==> config.mk <==
export PLATFORM = sky130hd
export DESIGN_NAME = uart_rx_os_flat
export DESIGN_NICKNAME = d
export VERILOG_FILES = /design/src/rtl/uart_pkg.sv /design/src/rtl/uart_rx_os_if.sv /design/src/rtl/uart_baud_tick.sv /design/src/rtl/uart_rx_os.sv /design/src/flat_wrapper.sv
export SDC_FILE = /design/constraint.sdc
export NUM_CORES = 1
export LEC_CHECK = 0
export BUFFER_PORTS_ARGS = -buffer_cell sky130_fd_sc_hd__clkbuf_2
export CORE_MARGIN = 10
export CORE_UTILIZATION = 50
export CTS_CLUSTER_SIZE = 20
export DETAILED_ROUTE_END_ITERATION = 10
export HOLD_SLACK_MARGIN = 0.03
export PLACE_DENSITY = 0.68
export SYNTH_ARGS = -nofsm -noshare
export SYNTH_HDL_FRONTEND = slang
export SYNTH_SLANG_ARGS = --single-unit
export TNS_END_PERCENT = 30
==> constraint.sdc <==
create_clock -name clk -period 2.3 [get_ports clk]
set_input_delay 0.23 -clock clk [delete_from_list [all_inputs] [get_ports clk]]
set_output_delay 0.23 -clock clk [all_outputs]
set_load 0.01 [all_outputs]
==> src/rtl/uart_pkg.sv <==
`default_nettype none
// ============================================================================
//  Module      : uart_pkg
//  Description : Shared types, parity modes and baud divider helper for the
//                oversampling UART blocks.
//  Revision    : 1.0 - initial release
// ============================================================================
package uart_pkg;

    typedef enum logic [2:0] {
        ST_IDLE      = 3'd0,
        ST_START     = 3'd1,
        ST_DATA      = 3'd2,
        ST_PARITY    = 3'd3,
        ST_STOP      = 3'd4,
        ST_WAIT_IDLE = 3'd5
    } state_t;

    localparam int PAR_NONE = 0;
    localparam int PAR_ODD  = 1;
    localparam int PAR_EVEN = 2;

    // Clocks per oversample tick, rounded to nearest, never below 1.
    function automatic int uart_div(input int clk_hz, input int baud, input int os);
        int den;
        int div;
        den = baud * os;
        div = (clk_hz + den / 2) / den;
        return (div < 1) ? 1 : div;
    endfunction

endpackage
`default_nettype wire

==> src/rtl/uart_rx_os_if.sv <==
`default_nettype none
// ============================================================================
//  Module      : uart_rx_os_if
//  Description : Serial line plus valid/ready word interface of the receiver.
//  Revision    : 1.0 - initial release
// ============================================================================
interface uart_rx_os_if #(
    parameter int DATA_BITS = 8
);
    logic                 rx;
    logic [DATA_BITS-1:0] data;
    logic                 valid;
    logic                 ready;
    logic                 parity_err;
    logic                 frame_err;
    logic                 overrun;
    logic                 busy;

    modport master (
        input  rx, ready,
        output data, valid, parity_err, frame_err, overrun, busy
    );

    modport slave (
        output rx, ready,
        input  data, valid, parity_err, frame_err, overrun, busy
    );
endinterface
`default_nettype wire

==> src/rtl/uart_baud_tick.sv <==
`default_nettype none
// ============================================================================
//  Module      : uart_baud_tick
//  Description : Free-running oversample tick generator with restart input.
//  Revision    : 1.0 - initial release
// ============================================================================
module uart_baud_tick
    import uart_pkg::*;
#(
    parameter int CLK_HZ = 50_000_000,
    parameter int BAUD   = 115_200,
    parameter int OS     = 16
) (
    input  logic clk,
    input  logic rst,
    input  logic restart,
    output logic tick
);
    localparam int              c_DIV  = uart_div(CLK_HZ, BAUD, OS);
    localparam int              c_CW   = (c_DIV > 1) ? $clog2(c_DIV) : 1;
    localparam logic [c_CW-1:0] c_LAST = c_CW'(c_DIV - 1);

    logic [c_CW-1:0] r_cnt;

    always_ff @(posedge clk) begin
        if (rst || restart || tick) begin
            r_cnt <= '0;
        end else begin
            r_cnt <= r_cnt + c_CW'(1);
        end
    end

    assign tick = (r_cnt == c_LAST);
endmodule
`default_nettype wire

==> src/rtl/uart_rx_os.sv <==
`default_nettype none
// ============================================================================
//  Module      : uart_rx_os
//  Description : Oversampling UART receiver, 3-sample majority per bit, with a
//                valid/ready holding register for the received word.
//  Revision    : 1.0 - initial release
// ============================================================================
module uart_rx_os
    import uart_pkg::*;
#(
    parameter int CLK_HZ    = 50_000_000,
    parameter int BAUD      = 115_200,
    parameter int OS        = 16,
    parameter int DATA_BITS = 8,
    parameter int PARITY    = 0,
    parameter int STOP_BITS = 1
) (
    input  logic         clk,
    input  logic         rst,
    uart_rx_os_if.master io_bus
);
    localparam int              c_CW        = $clog2(OS);
    localparam logic [c_CW-1:0] c_S0        = c_CW'(OS / 2 - 1);
    localparam logic [c_CW-1:0] c_S1        = c_CW'(OS / 2);
    localparam logic [c_CW-1:0] c_DEC       = c_CW'(OS / 2 + 1);
    localparam logic [c_CW-1:0] c_END       = c_CW'(OS - 1);
    localparam int              c_IW        = $clog2(DATA_BITS);
    localparam logic [c_IW-1:0] c_LAST_BIT  = c_IW'(DATA_BITS - 1);
    localparam logic            c_LAST_STOP = 1'(STOP_BITS - 1);

    state_t               r_state, w_state_next;
    logic                 r_sync1, r_sync2, r_rx_prev;
    logic                 w_rx, w_tick, w_restart, w_dec, w_end, w_maj, w_fall, w_perr;
    logic [c_CW-1:0]      r_os_cnt;
    logic [1:0]           r_samp;
    logic [c_IW-1:0]      r_idx;
    logic                 r_stop_idx;
    logic [DATA_BITS-1:0] r_shift;
    logic                 r_par_bit, r_ferr_int, r_done, r_ferr_pend;
    logic [1:0]           r_idle_cnt;
    logic [DATA_BITS-1:0] r_data;
    logic                 r_valid, r_perr, r_ferr, r_ovr;

    uart_baud_tick #(.CLK_HZ(CLK_HZ), .BAUD(BAUD), .OS(OS)) u_tick (
        .clk     (clk),
        .rst     (rst),
        .restart (w_restart),
        .tick    (w_tick)
    );

    assign w_rx      = r_sync2;
    assign w_fall    = r_rx_prev & ~w_rx;
    assign w_dec     = w_tick && (r_os_cnt == c_DEC);
    assign w_end     = w_tick && (r_os_cnt == c_END);
    // Third sample is the live line value at the decision tick.
    assign w_maj     = (r_samp[0] & r_samp[1]) | (r_samp[0] & w_rx) | (r_samp[1] & w_rx);
    assign w_restart = (r_state == ST_IDLE) && (w_state_next == ST_START);

    always_ff @(posedge clk) begin
        if (rst) begin
            r_state <= ST_IDLE;
        end else begin
            r_state <= w_state_next;
        end
    end

    always_comb begin
        w_state_next = r_state;
        case (r_state)
            ST_IDLE:      if (w_fall) w_state_next = ST_START;
            ST_START:     if (w_dec && w_maj) w_state_next = ST_IDLE;
                          else if (w_end) w_state_next = ST_DATA;
            ST_DATA:      if (w_end && (r_idx == c_LAST_BIT))
                              w_state_next = (PARITY != PAR_NONE) ? ST_PARITY : ST_STOP;
            ST_PARITY:    if (w_end) w_state_next = ST_STOP;
            ST_STOP:      if (w_dec && (r_stop_idx == c_LAST_STOP))
                              w_state_next = (r_ferr_int || !w_maj) ? ST_WAIT_IDLE : ST_IDLE;
            ST_WAIT_IDLE: if (w_tick && w_rx && (r_idle_cnt == 2'd2)) w_state_next = ST_IDLE;
            default:      w_state_next = ST_IDLE;
        endcase
    end

    always_ff @(posedge clk) begin
        if (rst) begin
            r_sync1     <= 1'b1;
            r_sync2     <= 1'b1;
            r_rx_prev   <= 1'b1;
            r_os_cnt    <= '0;
            r_samp      <= '0;
            r_idx       <= '0;
            r_stop_idx  <= 1'b0;
            r_shift     <= '0;
            r_par_bit   <= 1'b0;
            r_ferr_int  <= 1'b0;
            r_done      <= 1'b0;
            r_ferr_pend <= 1'b0;
            r_idle_cnt  <= '0;
        end else begin
            r_sync1   <= io_bus.rx;
            r_sync2   <= r_sync1;
            r_rx_prev <= r_sync2;
            r_done    <= 1'b0;
            if ((r_state == ST_IDLE) || (w_state_next != r_state)) begin
                r_os_cnt <= '0;
            end else if (w_tick) begin
                r_os_cnt <= (r_os_cnt == c_END) ? '0 : r_os_cnt + c_CW'(1);
            end
            if (w_tick && (r_os_cnt == c_S0)) r_samp[0] <= w_rx;
            if (w_tick && (r_os_cnt == c_S1)) r_samp[1] <= w_rx;
            if (w_restart) begin
                r_idx      <= '0;
                r_stop_idx <= 1'b0;
                r_ferr_int <= 1'b0;
            end
            if (r_state == ST_DATA) begin
                if (w_dec) r_shift[r_idx] <= w_maj;
                if (w_end) r_idx <= (r_idx == c_LAST_BIT) ? '0 : r_idx + c_IW'(1);
            end
            if ((r_state == ST_PARITY) && w_dec) r_par_bit <= w_maj;
            if (r_state == ST_STOP) begin
                if (w_dec && !w_maj) r_ferr_int <= 1'b1;
                // Frame completes at the final stop decision, not at bit end.
                if (w_dec && (r_stop_idx == c_LAST_STOP)) begin
                    r_done      <= 1'b1;
                    r_ferr_pend <= r_ferr_int | ~w_maj;
                end else if (w_end) begin
                    r_stop_idx <= 1'b1;
                end
            end
            if (r_state != ST_WAIT_IDLE) begin
                r_idle_cnt <= '0;
            end else if (w_tick) begin
                r_idle_cnt <= w_rx ? r_idle_cnt + 2'd1 : 2'd0;
            end
        end
    end

    always_comb begin
        w_perr = 1'b0;
        if (PARITY == PAR_EVEN) begin
            w_perr = ^{r_shift, r_par_bit};
        end else if (PARITY == PAR_ODD) begin
            w_perr = ~^{r_shift, r_par_bit};
        end
    end

    // A completion in the same cycle as an acceptance reloads rather than clears.
    always_ff @(posedge clk) begin
        if (rst) begin
            r_data  <= '0;
            r_valid <= 1'b0;
            r_perr  <= 1'b0;
            r_ferr  <= 1'b0;
            r_ovr   <= 1'b0;
        end else begin
            r_ovr <= 1'b0;
            if (r_done) begin
                if (!r_valid || io_bus.ready) begin
                    r_data  <= r_shift;
                    r_perr  <= w_perr;
                    r_ferr  <= r_ferr_pend;
                    r_valid <= 1'b1;
                end else begin
                    r_ovr <= 1'b1;
                end
            end else if (r_valid && io_bus.ready) begin
                r_valid <= 1'b0;
            end
        end
    end

    assign io_bus.data       = r_data;
    assign io_bus.valid      = r_valid;
    assign io_bus.parity_err = r_perr;
    assign io_bus.frame_err  = r_ferr;
    assign io_bus.overrun    = r_ovr;
    assign io_bus.busy       = (r_state != ST_IDLE);
endmodule
`default_nettype wire

==> src/flat_wrapper.sv <==
// flat-port wrapper written by rule: the top's interface ports become plain ports
module uart_rx_os_flat import uart_pkg::*;
#(
    parameter int CLK_HZ    = 50_000_000,
    parameter int BAUD      = 115_200,
    parameter int OS        = 16,
    parameter int DATA_BITS = 8,
    parameter int PARITY    = 0,
    parameter int STOP_BITS = 1
)
  (clk, rst, io_bus_rx, io_bus_ready, io_bus_data, io_bus_valid, io_bus_parity_err, io_bus_frame_err, io_bus_overrun, io_bus_busy);
  uart_rx_os_if #(.DATA_BITS(DATA_BITS)) io_bus_i ();
  input  logic clk;
  input  logic rst;
  input wire logic [$bits(io_bus_i.rx)-1:0] io_bus_rx;
  input wire logic [$bits(io_bus_i.ready)-1:0] io_bus_ready;
  output wire logic [$bits(io_bus_i.data)-1:0] io_bus_data;
  output wire logic [$bits(io_bus_i.valid)-1:0] io_bus_valid;
  output wire logic [$bits(io_bus_i.parity_err)-1:0] io_bus_parity_err;
  output wire logic [$bits(io_bus_i.frame_err)-1:0] io_bus_frame_err;
  output wire logic [$bits(io_bus_i.overrun)-1:0] io_bus_overrun;
  output wire logic [$bits(io_bus_i.busy)-1:0] io_bus_busy;
  assign io_bus_i.rx = io_bus_rx;
  assign io_bus_i.ready = io_bus_ready;
  assign io_bus_data = io_bus_i.data;
  assign io_bus_valid = io_bus_i.valid;
  assign io_bus_parity_err = io_bus_i.parity_err;
  assign io_bus_frame_err = io_bus_i.frame_err;
  assign io_bus_overrun = io_bus_i.overrun;
  assign io_bus_busy = io_bus_i.busy;
  uart_rx_os #(.CLK_HZ(CLK_HZ), .BAUD(BAUD), .OS(OS), .DATA_BITS(DATA_BITS), .PARITY(PARITY), .STOP_BITS(STOP_BITS)) u_core (.clk(clk), .rst(rst), .io_bus(io_bus_i));
endmodule
## Word-level counts from Yosys, hierarchy flattened

Index checks and enable logic that the tools add are counted.

| storage, ports and cells | value |
|---|---|
| register bits after elaboration | 45 |
| bits of input ports | 4 |
| output and inout port bits | 13 |
| logic and storage cells | 114 |

| cells by class | value |
|---|---|
| add/sub/neg operators | 4 |
| magnitude comparators | 2 |
| equal/unequal tests | 16 |
| mux-type cells | 30 |
| bitwise operators | 12 |
| reductions and logical operators | 31 |

Operator list:

| kind | count |
|---|---|
| two-way mux 3 bit | 12 |
| one-hot mux 3 bit (6 select lines) | 1 |
| logical AND 1 bit | 13 |
| two-way mux 1 bit | 13 |
| equality test 4 bit (second input constant) | 3 |
| equality test 3 bit (second input constant) | 3 |
| bitwise mux 8 bit | 1 |
| AND reduction 2 bit | 4 |
| OR reduction 2 bit | 4 |
| equality test 3 x 1 -> 1 bit (second input constant) | 2 |
| equality test 3 x 2 -> 1 bit (second input constant) | 2 |
| adder 5 x 1 -> 5 bit (second input constant) | 1 |
| equality test 5 bit (second input constant) | 1 |
| logical OR 1 bit | 5 |
| inverter 1 bit | 5 |
| adder 4 x 1 -> 4 bit (second input constant) | 1 |
| AND 1 bit | 4 |
| equality test 4 x 3 -> 1 bit (second input constant) | 1 |
| less-than comparator 3 x 4 -> 1 bit (second input constant) | 1 |
| two-way mux 4 bit | 1 |
| adder 3 x 1 -> 3 bit (second input constant) | 1 |
| demux 1 bit (select 3 bit) | 1 |
| >= comparator 3 x 1 -> 1 bit (second input constant) | 1 |
| logical NOT 3 bit | 1 |
| other kinds (10) | 13 |

## Logic depth before layout (Yosys ltp)

| logic depth | value |
|---|---|
| depth after elaboration | 14 |
| gate-level depth with buffers | 8 |
| gate-level depth less buffers | 6 |

## Cells and area by module

Synthesis repeated with hierarchy kept, for this count alone.

| unflattened totals | value |
|---|---|
| cells, all modules | 219 |
| area total of the unflattened synthesis | 2085.8 um^2 |

By module, submodules not included:

| module | times used | cells an instance | area an instance (um^2) | seq. area each (um^2) |
|---|---|---|---|---|
| uart_rx_os | 1 | 199 | 1880.6 | 800.8 |
| uart_baud_tick | 1 | 20 | 205.2 | 100.1 |

## Least setup slack after synthesis

Ideal clock, no wire load.

| path | value |
|---|---|
| kind | flip-flop to flip-flop |
| start | register u_core.u_tick.r_cnt[0] |
| end | register u_core.r_os_cnt[3] |
| library setup time | 0.088 ns |
| arrival | 1.650 ns |
| required time | 2.212 ns |
| path slack | 0.562 ns |
| stages on the path, launching flop included | 8 |
| buffers on the path | 1 |
| clock period less this slack | 1.738 ns |
| cells stage by stage | dfxtp_1 inv_1 ha_1 and4b_1 buf_6 a311o_1 o311a_4 nor4b_2 |

| between the ends | value |
|---|---|
| longest elaborated chain between the ends | 8 |
| elaborated cells on any way between the ends | 18 |
| classes of those cells | eq/ne: 2; mux: 7; reduce/logical: 9 |

Ends and longest elaborated chain:

| element | line | text |
|---|---|---|
| from (decl) | uart_baud_tick.sv:23 | `logic [c_CW-1:0] r_cnt;` |
| from (signal assigned) | uart_baud_tick.sv:29 | `r_cnt <= r_cnt + c_CW'(1);` |
| equality test 5 bit * | uart_baud_tick.sv:33 | `assign tick = (r_cnt == c_LAST);` |
| logical AND 1 bit (on tied branches) | uart_rx_os.sv:54, uart_rx_os.sv:53, uart_rx_os.sv:78 |  |
| two-way mux 3 bit, or another cell as far along | uart_rx_os.sv:72 | `else if (w_end) w_state_next = ST_DATA;` |
| two-way mux 3 bit (on tied branches) | n/a |  |
| one-hot mux 3 bit (6 select lines) | uart_rx_os.sv:69 | `case (r_state)` |
| != test 3 bit | uart_rx_os.sv:103 | `if ((r_state == ST_IDLE) \|\| (w_state_next != r_state)) begin` |
| logical OR 1 bit | uart_rx_os.sv:103 |  |
| OR reduction 2 bit (no line) | n/a |  |
| to (signal assigned) | uart_rx_os.sv:106 | `r_os_cnt <= (r_os_cnt == c_END) ? '0 : r_os_cnt + c_CW'(1);` |
| to (decl) | uart_rx_os.sv:34 | `logic [c_CW-1:0] r_os_cnt;` |

Every way passes the cells marked *; elsewhere a longest branch is shown, timed or not.
A chain may end at the register's enable or synchronous reset.

## Worst setup path after layout

| path | value |
|---|---|
| start | register u_core.u_tick.r_cnt[0] |
| end | register u_core.r_os_cnt[1] |

The elaborated chain is that of the path after synthesis.

==> key figures <==
Outcome
  • Status: complete, no violations

Power and ir drop
  • Peak VDD IR: 0.4744 mV
  • Leakage: 0.0008892 µW
  • PwrDens: 595.4 nW/µm²

Synth
  • Mux contribution to synthesized area: 5.254%
  • Cell area after synthesis: 2096 µm²
  • Adder-Cell Fraction of Synth Area: 5.254%
  • Ys async rst share: 0%
  • Simple logic cell fraction of the synthesized area: 26.57%
  • Post-synthesis cell type count: 48
  • Syn_nets: 250
  • Seq/Total Area, Yosys: 42.99%
  • Ys Warns: 0
  • Synth Flop Type: dfxtp_1
  • Largest family of logic cells by synthesized area: simple AND/OR/NAND/NOR gates
  • Post-synthesis compound-gate area fraction: 12.48%
  • Avg Inst Size Synth: 8.806 µm²
  • Register bit total from synthesis: 45
  • Post-Synthesis Cells: 238
  • EDFF count, synth: 0
  • Synth Area in XOR/XNOR: 1.672%

Setup path
  • Kind of critical path: reg2reg
  • Kind of end point of the critical path: flop
  • Crit-path max cell delay: 0.48 ns
  • Critical Path RT: 2.50 ns
  • CP top delay family: simple AND/OR/NAND/NOR gates
  • Crit-path cells: inv_1, ha_1, and4b_1, a311o_1, o311a_4, nor4_1
  • CP Buf/Inv Count: 1
  • Worst path slowest cell: a311o_1
  • Critical Path Fanout Max: 15
  • CP Launch Type: flop
  • Crit path arrival time: 2.23 ns

Global route
  • Gr usage total: 11.83%
  • Largest net degree at the start of global routing: 36
  • First-pass GRT wire length: 7238 µm
  • Grt total ovfl: 0
  • Antenna violations before repair: 0
  • Vias in the first global route: 1656

Cells and area
  • Fillers: 394
  • Most frequent cells in the layout: dfxtp_1 (45), nor2_1 (28), a21oi_1 (20), clkbuf_2 (15), nand3_1 (14)
  • Share of cells above drive strength 1: 13.77%
  • Total Nets Final: 258
  • Layout area overhead: 8.657%
  • Most common cell after layout, fill and taps aside: dfxtp_1
  • Final instance area: 2277 µm²
  • Diode count: 0

STA
  • RSZ-0062 raised after global routing: no
  • Fmax: 0.4927 GHz
  • Setup Total Neg Slack: 0 ns
  • Pins over their slew limit: 0
  • Worst-margin pin slew: 0.5443 ns
  • Fin crit share: 88.25%
  • Finish-stage setup viols: 0
  • Crit path time final: 2.030 ns
  • Final hold vios: 0
  • Worst slew margin: 63.69%
  • Final clock skew: 0.005473 ns

Drt
  • Initial DRC count: 76
  • Post-route ant nets: 0
  • Residual DRC: 0
  • Routed WL: 4012 µm
  • WL per Instance: 13.51 µm
  • DR pass1 iterations: 5
  • Via Count: 1669
  • Via density: 5.620

Worst hold path
  • Hold Crit Class: in2reg

Clocking
  • Root Buffer Master: clkbuf_8
  • Post-CTS Hold Fix Bufs: 0
  • Reg clk slew, reported paths: 0.08 ns
  • Clock sink total: 45
  • Clock H-tree levels: 2
  • Setup bufs post-CTS: 0
  • Maximum clock path buffer count: 2
  • # resized after CTS: 0
  • Worst-Skew Late Latency: 0.29 ns
  • CTS tree: built
  • Total CTS buffers: 5

Floorplanning
  • Core area: 4029 µm²
  • Die outline height: 84.74 µm
  • Site Rows: 23
  • Die span in x: 84.74 µm
  • I/O pin count: 17
  • Initial core utilization: 52.02%
  • DIE AREA: 7181 µm²

Flow run
  • Max Cap Violations: 0

Placed design
  • # port buffers: 15
  • Post-DP HPWL: 2812 µm
  • Placed Area: 2176 µm²
  • Gpl congestion: 0.8332
-- report_power, final --
group	internal [µW]	switching, µW	leakage [µW]
clock network	271	249	0.0000542
registers	786	8.09	0.000364
logic	14.9	26.1	0.000471
total	1070	284	0.000889
-- metal layers --
metal / vias up / track usage [%] / routed length [µm]
met3: 6 / 4.831 / 229
met4: 0 / 3.892 / 41
met5: - / 0 / 0
met2: 29 / 19.35 / 1819
met1: 769 / 13.68 / 1922
li1: 865 / - / -
-- worst paths after layout --
| check | startpoint | end | slack [ns] | depth (start not counted) |
|---|---|---|---|---|
| setup / recovery | u_core.u_tick.r_cnt[0]$_SDFF_PP0_ | u_core.r_os_cnt[1]$_SDFFE_PP0P_ | 0.27 | 6 |
| hold / removal | io_bus_ready | u_core.io_bus.overrun$_SDFF_PP0_ | 0.12 | 2 |
| setup reg to reg | u_core.u_tick.r_cnt[0]$_SDFF_PP0_ | u_core.r_os_cnt[1]$_SDFFE_PP0P_ | 0.27 | 6 |
| hold reg to reg | u_core.r_sync1$_SDFF_PP1_ | u_core.r_sync2$_SDFF_PP1_ | 0.42 | 1 |
-- cell type report --
type	instances	area [µm²]	area share, %
multi-input cells	166	1077	47.31
flip-flops and latches	45	900.9	39.56
repair buffers	18	97.59	4.286
inverters	10	37.54	1.648
clock inverters	1	5.005	0.2198
clock buffers	7	96.34	4.231
well taps	50	62.56	2.747
-- sequential cells by signal, summed over array words and instances (netlist names) --
name / flops
u_core.io_bus.data: 8
u_core.r_shift: 8
u_core.u_tick.r_cnt: 5
u_core.r_os_cnt: 4
u_core.r_idx: 3
u_core.r_state: 3
u_core.r_idle_cnt: 2
u_core.r_samp: 2
u_core.io_bus.frame_err: 1
u_core.io_bus.overrun: 1
u_core.io_bus.valid: 1
u_core.r_done: 1
u_core.r_ferr_int: 1
u_core.r_ferr_pend: 1
u_core.r_rx_prev: 1
u_core.r_stop_idx: 1
u_core.r_sync1: 1
u_core.r_sync2: 1
-- cells by family (layout without fill, tap and decap cells) --
kind of cell	after synthesis	after routing
adders and majority gates	9	9
AOI/OAI and AO/OA	41	41
other	1	1
and+or+nand+nor	100	100
xor gates and xnor gates	4	4
muxes	11	11
DFF	45	45
buffers and inverters	27	36
-- cells in the mapped netlist (all sizes together) (2+ instances only) --
cell	n	share of area, %
buf	7	2.0
inv	10	1.8
nand3b	2	0.72
nand4b	3	1.3
nor4b	2	1.1
nor4	7	2.7
dfxtp	45	43
nand3	14	3.3
or3	4	1.2
nand2b	3	0.90
nor3	7	1.7
clkbuf	10	1.8
nor2b	2	0.60
o21ai	8	1.9
a22oi	2	0.72
xor2	3	1.3
a21oi	20	4.8
and3	2	0.60
nand4	5	1.5
nor2	28	5.0
or2	4	1.2
ha	8	4.8
a41oi	2	0.84
mux2i	11	5.3
nand2	10	1.8
o31ai	2	0.72
-- per-stage QoR --
stage,hold slack (ns),power [µW],std cells,setup slack [ns],utilization [%]
finish,0.1194,1356,297,0.2703,56.52
global route,0.1107,1422,297,0.09433,56.52
CTS,0.1107,1376,297,0.2886,56.52
detailed placement,0.3997,853.9,289,0.3140,54.01
global placement,0.3952,853.3,289,0.4002,54.01
floorplan,0.3093,843.0,238,0.5621,-
Note: power is estimated with default switching activity, not from simulation.
